`src/rtl/arbitro_fpu.sv`:
```
`default_nettype none
// ============================================================================
// Module      : arbitro_fpu
// Description : Two-port round-robin arbiter/sequencer for a shared 32-bit
//               FPU. Resolves zero-operand requests locally, waits for the
//               FPU's completion status with a timeout, returns the result to
//               the owning port and then pulses the FPU back to idle.
// Revision    : 1.0 - initial release
// ============================================================================
module arbitro_fpu #(
    parameter int TIMEOUT_CYCLES = 64
) (
    input  logic        clock_100KHz,
    input  logic        reset,
    input  logic        req0_valid,
    input  logic        req1_valid,
    input  logic [31:0] req0_op_A,
    input  logic [31:0] req0_op_B,
    input  logic [31:0] req1_op_A,
    input  logic [31:0] req1_op_B,
    output logic        req0_ready,
    output logic        req1_ready,
    output logic        resp0_valid,
    output logic        resp1_valid,
    output logic [31:0] resp_data,
    output logic [3:0]  resp_status,
    output logic [31:0] fpu_op_A,
    output logic [31:0] fpu_op_B,
    output logic        fpu_reset,
    input  logic [3:0]  fpu_status_in,
    input  logic [31:0] fpu_data_in
);

    localparam int              CW          = (TIMEOUT_CYCLES > 2) ? $clog2(TIMEOUT_CYCLES) : 1;
    localparam logic [CW-1:0]   C_CNT_MAX   = CW'(TIMEOUT_CYCLES - 1);
    localparam logic [3:0]      C_ST_EXACT  = 4'b0001;
    localparam logic [3:0]      C_ST_TMO    = 4'b1111;

    typedef enum logic [2:0] {
        S_IDLE     = 3'd0,
        S_WAIT     = 3'd1,
        S_RESP     = 3'd2,
        S_CLEAR    = 3'd3,
        S_RESP_BYP = 3'd4
    } state_t;

    state_t        r_state;
    logic          r_last_grant;   // 1: port 1 was served last
    logic          r_owner;
    logic [CW-1:0] r_cnt;
    logic [31:0]   r_fpu_op_A;
    logic [31:0]   r_fpu_op_B;
    logic [31:0]   r_resp_data;
    logic [3:0]    r_resp_status;
    logic          r_resp0_valid;
    logic          r_resp1_valid;

    logic          w_grant0;
    logic          w_grant1;
    logic [31:0]   w_op_a;
    logic [31:0]   w_op_b;
    logic          w_a_zero;
    logic          w_b_zero;

    // Round-robin grant: on a tie the port that was not served last wins.
    // Ready is suppressed during reset so no request is accepted then.
    assign w_grant0 = (r_state == S_IDLE) && !reset && req0_valid && (!req1_valid || r_last_grant);
    assign w_grant1 = (r_state == S_IDLE) && !reset && req1_valid && (!req0_valid || !r_last_grant);
    assign w_op_a   = w_grant1 ? req1_op_A : req0_op_A;
    assign w_op_b   = w_grant1 ? req1_op_B : req0_op_B;
    assign w_a_zero = (w_op_a == 32'h0);
    assign w_b_zero = (w_op_b == 32'h0);

    assign req0_ready  = w_grant0;
    assign req1_ready  = w_grant1;
    assign resp0_valid = r_resp0_valid;
    assign resp1_valid = r_resp1_valid;
    assign resp_data   = r_resp_data;
    assign resp_status = r_resp_status;
    assign fpu_op_A    = r_fpu_op_A;
    assign fpu_op_B    = r_fpu_op_B;
    // Active-low FPU reset: held low through our reset and pulsed low in CLEAR.
    assign fpu_reset   = !reset && (r_state != S_CLEAR);

    // Sequencer: accept, run or bypass, respond, and clear the FPU.
    always_ff @(posedge clock_100KHz) begin
        if (reset) begin
            r_state       <= S_IDLE;
            r_last_grant  <= 1'b1;
            r_owner       <= 1'b0;
            r_cnt         <= '0;
            r_fpu_op_A    <= 32'h0;
            r_fpu_op_B    <= 32'h0;
            r_resp_data   <= 32'h0;
            r_resp_status <= 4'h0;
            r_resp0_valid <= 1'b0;
            r_resp1_valid <= 1'b0;
        end else begin
            r_resp0_valid <= 1'b0;
            r_resp1_valid <= 1'b0;
            case (r_state)
                S_IDLE: begin
                    r_fpu_op_A <= 32'h0;
                    r_fpu_op_B <= 32'h0;
                    if (w_grant0 || w_grant1) begin
                        r_last_grant <= w_grant1;
                        r_owner      <= w_grant1;
                        if (w_a_zero || w_b_zero) begin
                            // Zero operand: answer with the other operand, FPU untouched
                            r_resp_data   <= w_a_zero ? w_op_b : w_op_a;
                            r_resp_status <= C_ST_EXACT;
                            r_resp0_valid <= w_grant0;
                            r_resp1_valid <= w_grant1;
                            r_state       <= S_RESP_BYP;
                        end else begin
                            r_fpu_op_A <= w_op_a;
                            r_fpu_op_B <= w_op_b;
                            r_cnt      <= '0;
                            r_state    <= S_WAIT;
                        end
                    end
                end
                S_WAIT: begin
                    if (fpu_status_in != 4'h0) begin
                        r_resp_data   <= fpu_data_in;
                        r_resp_status <= fpu_status_in;
                        r_resp0_valid <= !r_owner;
                        r_resp1_valid <= r_owner;
                        r_state       <= S_RESP;
                    end else if (r_cnt == C_CNT_MAX) begin
                        r_resp_data   <= 32'h0;
                        r_resp_status <= C_ST_TMO;
                        r_resp0_valid <= !r_owner;
                        r_resp1_valid <= r_owner;
                        r_state       <= S_RESP;
                    end else begin
                        r_cnt <= r_cnt + CW'(1);
                    end
                end
                S_RESP: begin
                    // Operands drop together with the FPU reset pulse
                    r_fpu_op_A <= 32'h0;
                    r_fpu_op_B <= 32'h0;
                    r_state    <= S_CLEAR;
                end
                S_CLEAR:    r_state <= S_IDLE;
                S_RESP_BYP: r_state <= S_IDLE;
                default:    r_state <= S_IDLE;
            endcase
        end
    end

endmodule
`default_nettype wire

```
`config.mk`:
```
export PLATFORM = sky130hd
export DESIGN_NAME = arbitro_fpu
export DESIGN_NICKNAME = d
export VERILOG_FILES = /design/src/rtl/arbitro_fpu.sv
export SDC_FILE = /design/constraint.sdc
export NUM_CORES = 1
export LEC_CHECK = 0
export ABC_AREA = 1
export BUFFER_PORTS_ARGS = -buffer_cell sky130_fd_sc_hd__buf_2
export CORE_ASPECT_RATIO = 1.25
export CORE_MARGIN = 2
export CORE_UTILIZATION = 45
export CTS_CLUSTER_SIZE = 12
export DETAILED_ROUTE_END_ITERATION = 7
export MAX_ROUTING_LAYER = met4
export PLACE_DENSITY_LB_ADDON = 0.05
export SLEW_MARGIN = 40
export SYNTH_ARGS = -nofsm -noshare
export SYNTH_HDL_FRONTEND = slang
export SYNTH_SLANG_ARGS = --single-unit
```
`constraint.sdc`:
```
create_clock -name clock_100KHz -period 5.06 [get_ports clock_100KHz]
set_clock_uncertainty 0.05 [all_clocks]
set_input_delay 1.265 -clock clock_100KHz [delete_from_list [all_inputs] [get_ports clock_100KHz]]
set_output_delay 1.265 -clock clock_100KHz [all_outputs]
set_load 0.005 [all_outputs]
```
Word level (Yosys, flattened, before mapping). Cells that the tools add are included.

Flip-flop bits (word level): 113. Bits of input ports: 168. Output and inout bits: 105. Word-level logic and storage cells: 85.

$add $sub $neg: 1. Eq/ne operators: 10. Mux-type cells: 39. Reductions and logical operators: 25.

Operators with widths (number): $mux 32 (11); $pmux 32 s2 (3); $logic_not 32->1 (2); $mux 6 (4); $mux 4 (4); $mux 3 (4); $pmux 6 s2 (1); $pmux 3 s3 (1); $mux 1 (8); $pmux 4 s2 (1); $add 6x1->6 const B (1); $eq 6x6->1 const B (1); $logic_and 1x1->1 (6); $ne 2x2->1 const B (3); $logic_not 1->1 (5); $reduce_and 5->1 (1); $logic_or 1x1->1 (4); $ne 2x1->1 const B (2); $pmux 1 s2 (2); $reduce_and 2->1 (2); $reduce_and 4->1 (1); $reduce_bool 2->1 (2); $reduce_bool 4->1 (1); $eq 3x1->1 const B (1); other kinds (4) (4).

Longest topological paths before layout.
Depth after elaboration: 10. Depth in mapped cells: 20. Gate-level depth less buffers: 17.

Worst setup path after synthesis. OpenSTA, ideal clock, no wires.

Path type: input -> output. Start: in reset. End: out req1_ready. Arrival: 2070 ps. Required time: 3745 ps. Slack: 1675 ps. Stages: 6. Path buffers: 3. Cell sequence: buf_2 inv_2 nand3_4 buf_4 buf_2 inv_2.

Word-level cells in the longest chain between the ends: 4.

Ends and longest elaborated chain: start: declaration (RTL line 14) `input logic reset,`; $logic_not 1->1 (RTL line 68) `assign w_grant1 = (r_state == S_IDLE) && !reset && req1_valid && (!req0_valid || !r_last_grant);`; $logic_and 1x1->1 (3 in series) (RTL line 68); end: declaration (RTL line 22) `output logic req1_ready,`.

No other way between the ends.

Final worst setup path.
Start: in req0_valid. End: reg r_resp_status[3] (netlist: resp_status[3]).

Word-level cells in the longest chain between the ends: 8. Elaborated cells on any way between the ends: 14. Classes of those cells: eq/ne (2); mux (2); reduce/logical (10).

Ends and longest elaborated chain: start: declaration (RTL line 15) `input logic req0_valid,`; $logic_not 1->1 (RTL line 68); $logic_or 1x1->1 (RTL line 68); $logic_and 1x1->1 (RTL line 68); $mux 32 (on tied branches) (RTL line 69, 70); $logic_not 32->1 (on tied branches) (RTL line 71, 72); $logic_or 1x1->1 (RTL line 108) `if (w_a_zero || w_b_zero) begin`; $ne 2x1->1 (no source line); $reduce_and 4->1 (no source line) *; end signal: assignment (RTL line 126) `r_resp_status <= fpu_status_in;`; end: declaration (RTL line 54) `logic [3:0] r_resp_status;`.

Mark *: on every way between the ends. The rest lies on a longest branch, timed or not. A chain may end at the register's enable or synchronous reset.

==> reports/metrics.csv <==
stage,metric,value,unit
sta,setup_viol_count_final,0,
global_route,grt_max_degree,65,
sta,post-route-min-period,4.121,ns
detailed_routing,remaining_drc_errors,0,
global_route,grt_overflow,0,
worst_hold_path,worstHoldPathType,reg2reg,
cells_and_area,fin_cells,1515,
clock_tree,cts_max_path_buffers,2,
critical_path,cp_max_fo,50,
clock_tree,cts-root-buf,clkbuf_16,
clock_tree,cts_resized,0,
clock_tree,cts_tree,built,
pwr,power,3.219,mW
pwr,worst_ir_drop_vdd,0.1811,mV
placement,dpl.hpwl,18.22,mm
synthesis,ys_warn_count,0,
critical_path,arrival,4.39,ns
cells_and_area,diodes,0,
floorplan,rows,49,
clock_tree,path_clk_slew,0.05,ns
detailed_routing,vias_per_cell,5.146,
cells_and_area,drive_above_1_share,0.2588,
synthesis,syn_inst,1083,
synthesis,synth_nets,1252,
sta,max_freq,0.2426,GHz
clock_tree,insertion_delay,0.43,ns
pwr,p_per_area,370.9,nW/um^2
synthesis,yosysUniqueCellTypes,31,
cells_and_area,final_net_count,1494,
run,cap_violations,0,
synthesis,synthArstFlopShare,0,
critical_path,path_class,in2reg,
clock_tree,cts_max_level,4,
synthesis,synth_seq_cells,113,
clock_tree,hold_buffers,0,
placement,gp_congestion,0.9459,
detailed_routing,drtIter0Drc,644,
pwr,p_leak,4.759,nW
sta,tns,0,ns
run_status,status,finished clean,
critical_path,cp.required,5.33,ns
global_route,grt_pass1_vias,7192,
detailed_routing,ant_nets,0,
detailed_routing,vias,7796,
critical_path,end_kind,flop,
synthesis,avgSynthCellArea,6.207,um^2
sta,timing.final.max_slew_violations,0,
floorplan,dieWidth,113.3,um
global_route,antenna_found_initial,0,
sta,finalHoldViolCount,0,
cells_and_area,finish.utilization,0.5973,
clock_tree,clock-sinks,113,
synthesis,synth_ff_type,dfxtp_1,
placement,dp.cells,1484,
floorplan,dieArea,15940,um^2
sta,rsz0062_at_grt,false,
sta,max-slew-margin-rel,0.5301,
global_route,track_usage,0.3083,
sta,fin_ws,0.9388,ns
sta,period_share,0.8145,
critical_path,start_kind,primary input,
detailed_routing,wl_per_cell,16.02,um
global_route,grt_pass1_wl,37.20,mm
floorplan,io_pins,273,
synthesis,ys_seq_area_frac,0.3365,
clock_tree,post-cts-setup-buffers,0,
synthesis,synth_edf_count,0,
floorplan,coreArea,14530,um^2
placement,portBuffers,272,
sta,worstMarginPinSlew,0.7049,ns
cells_and_area,syn2layout_area_growth,29.09,%
floorplan,die_h,140.7,um
placement,pre_cts_ws,0.5010,ns
detailed_routing,dr.pass1.iters,8,
synthesis,syn_area,6723,um^2
floorplan,initial_core_util,0.4627,
clock_tree,cts_buffers,17,
detailed_routing,wl,24.27,mm
[layer usage]
metal  routed length [um]  GRT usage  part of all wire
met3                 1582    0.05116             0.065
met5                    0          -                 0
met1                10140     0.3795              0.42
met4                  708     0.1130             0.029
met2                11830     0.5090              0.49
[per-stage QoR]
stage	hold WS (ns)	cell area, um^2
floorplan	0.4043	6723
global placement	0.3989	8097
detailed placement	0.4041	8097
CTS	0.4136	8678
global route	0.4278	8678
finish	0.4110	8678
[synth_stat cells, types with 3 or more instances]
cell,count,area [um^2]
nand2_1,383,1438
nand3_1,120,600.6
dfxtp_1,113,2262
inv_1,93,349.1
nor2_1,92,345.3
nand3b_1,81,608.1
a21oi_1,76,380.4
clkbuf_1,28,105.1
buf_2,18,90.09
o21ai_0,14,70.07
buf_4,10,75.07
inv_2,8,30.03
o21ai_1,6,30.03
or2_2,6,37.54
buf_1,5,18.77
buf_6,5,56.30
nor2_2,4,25.02
nor3_1,3,15.01
[power breakdown]
group | switching [mW] | internal (mW) | total (mW)
logic | 0.627 | 0.341 | 0.968
registers | 0.0610 | 0.997 | 1.06
clock network | 0.434 | 0.758 | 1.19
[worst paths after layout]
check | from | endpoint | slack [ns] | cells past startpoint
min reg2reg | fpu_op_B[9]$_SDFFE_PP0P_ | fpu_op_B[9]$_SDFFE_PP0P_ | 0.41 | 2
min | fpu_op_B[9]$_SDFFE_PP0P_ | fpu_op_B[9]$_SDFFE_PP0P_ | 0.41 | 2
max | req0_valid | resp_status[3]$_SDFFE_PP0P_ | 0.94 | 15
max reg2reg | r_state[0]$_SDFFE_PP0P_ | resp_status[3]$_SDFFE_PP0P_ | 1.41 | 16
[flip-flops by register name, summed over array words and instances, names as in the netlist, 3 cells and up]
signal	cells
fpu_op_A	32
fpu_op_B	32
r_cnt	6
r_state	3
resp_data	32
resp_status	4
[worst max-delay path, stage by stage]
cell and delay (ns):
buf_2 0.12, a21oi_4 0.17, nand3_4 0.45, o21ai_0 0.69, nand2_1 0.10, nor2_1 0.10
nand2_1 0.09, nor2_4 0.10, nand2_2 0.07, nand2_4 0.11, nand3_4 0.34, nand2_1 0.22
inv_2 0.25, nor2_1 0.21, nor2_1 0.06
[logic make-up (layout without fill, tap and decap cells)]
kind of cell | Yosys count | in the layout | share of synthesized area
adder cells (fa/ha/maj) | 1 | 1 | 0.001861
AND/OR/NAND/NOR | 698 | 698 | 0.4725
AO/OA/AOI/OAI | 101 | 101 | 0.07817
buffers and inverters | 168 | 422 | 0.1083
flip-flops | 113 | 113 | 0.3365
XOR/XNOR | 2 | 2 | 0.002606
[cells in the final DEF, fill, tap and decap left out]
cell type,n
clkbuf_16,17
nand2_4,1
dfxtp_1,113
xor2_1,2
a31oi_1,1
nand3_4,2
nand3_1,120
o21ai_1,6
a21oi_1,76
nor2_8,1
nor2_4,3
a21oi_4,1
buf_2,272
clkbuf_1,2
o21ai_0,14
buf_4,17
nor3_1,3
or2_2,6
clkinv_1,1
a22oi_1,2
inv_1,93
o31ai_1,1
ha_1,1
nand3b_1,81
clkinv_2,3
nor4_1,1
nand2_1,383
bufinv_16,2
clkinv_4,2
nor2_2,4
nor2_1,91
clkinvlp_4,2
nand2_2,2
clkbuf_8,3
inv_2,8
[final cells by class]
class                   count  area, um^2
fillers                  1504        5852
multi-input cells         802        3740
flip-flops and latches    113        2262
repair buffers            289        1489
clock buffers              22       474.2
inverters                 102       382.9
well taps                 178       222.7
clock inverters             9       107.6
No activity file was read; power rests on OpenSTA's default activity.
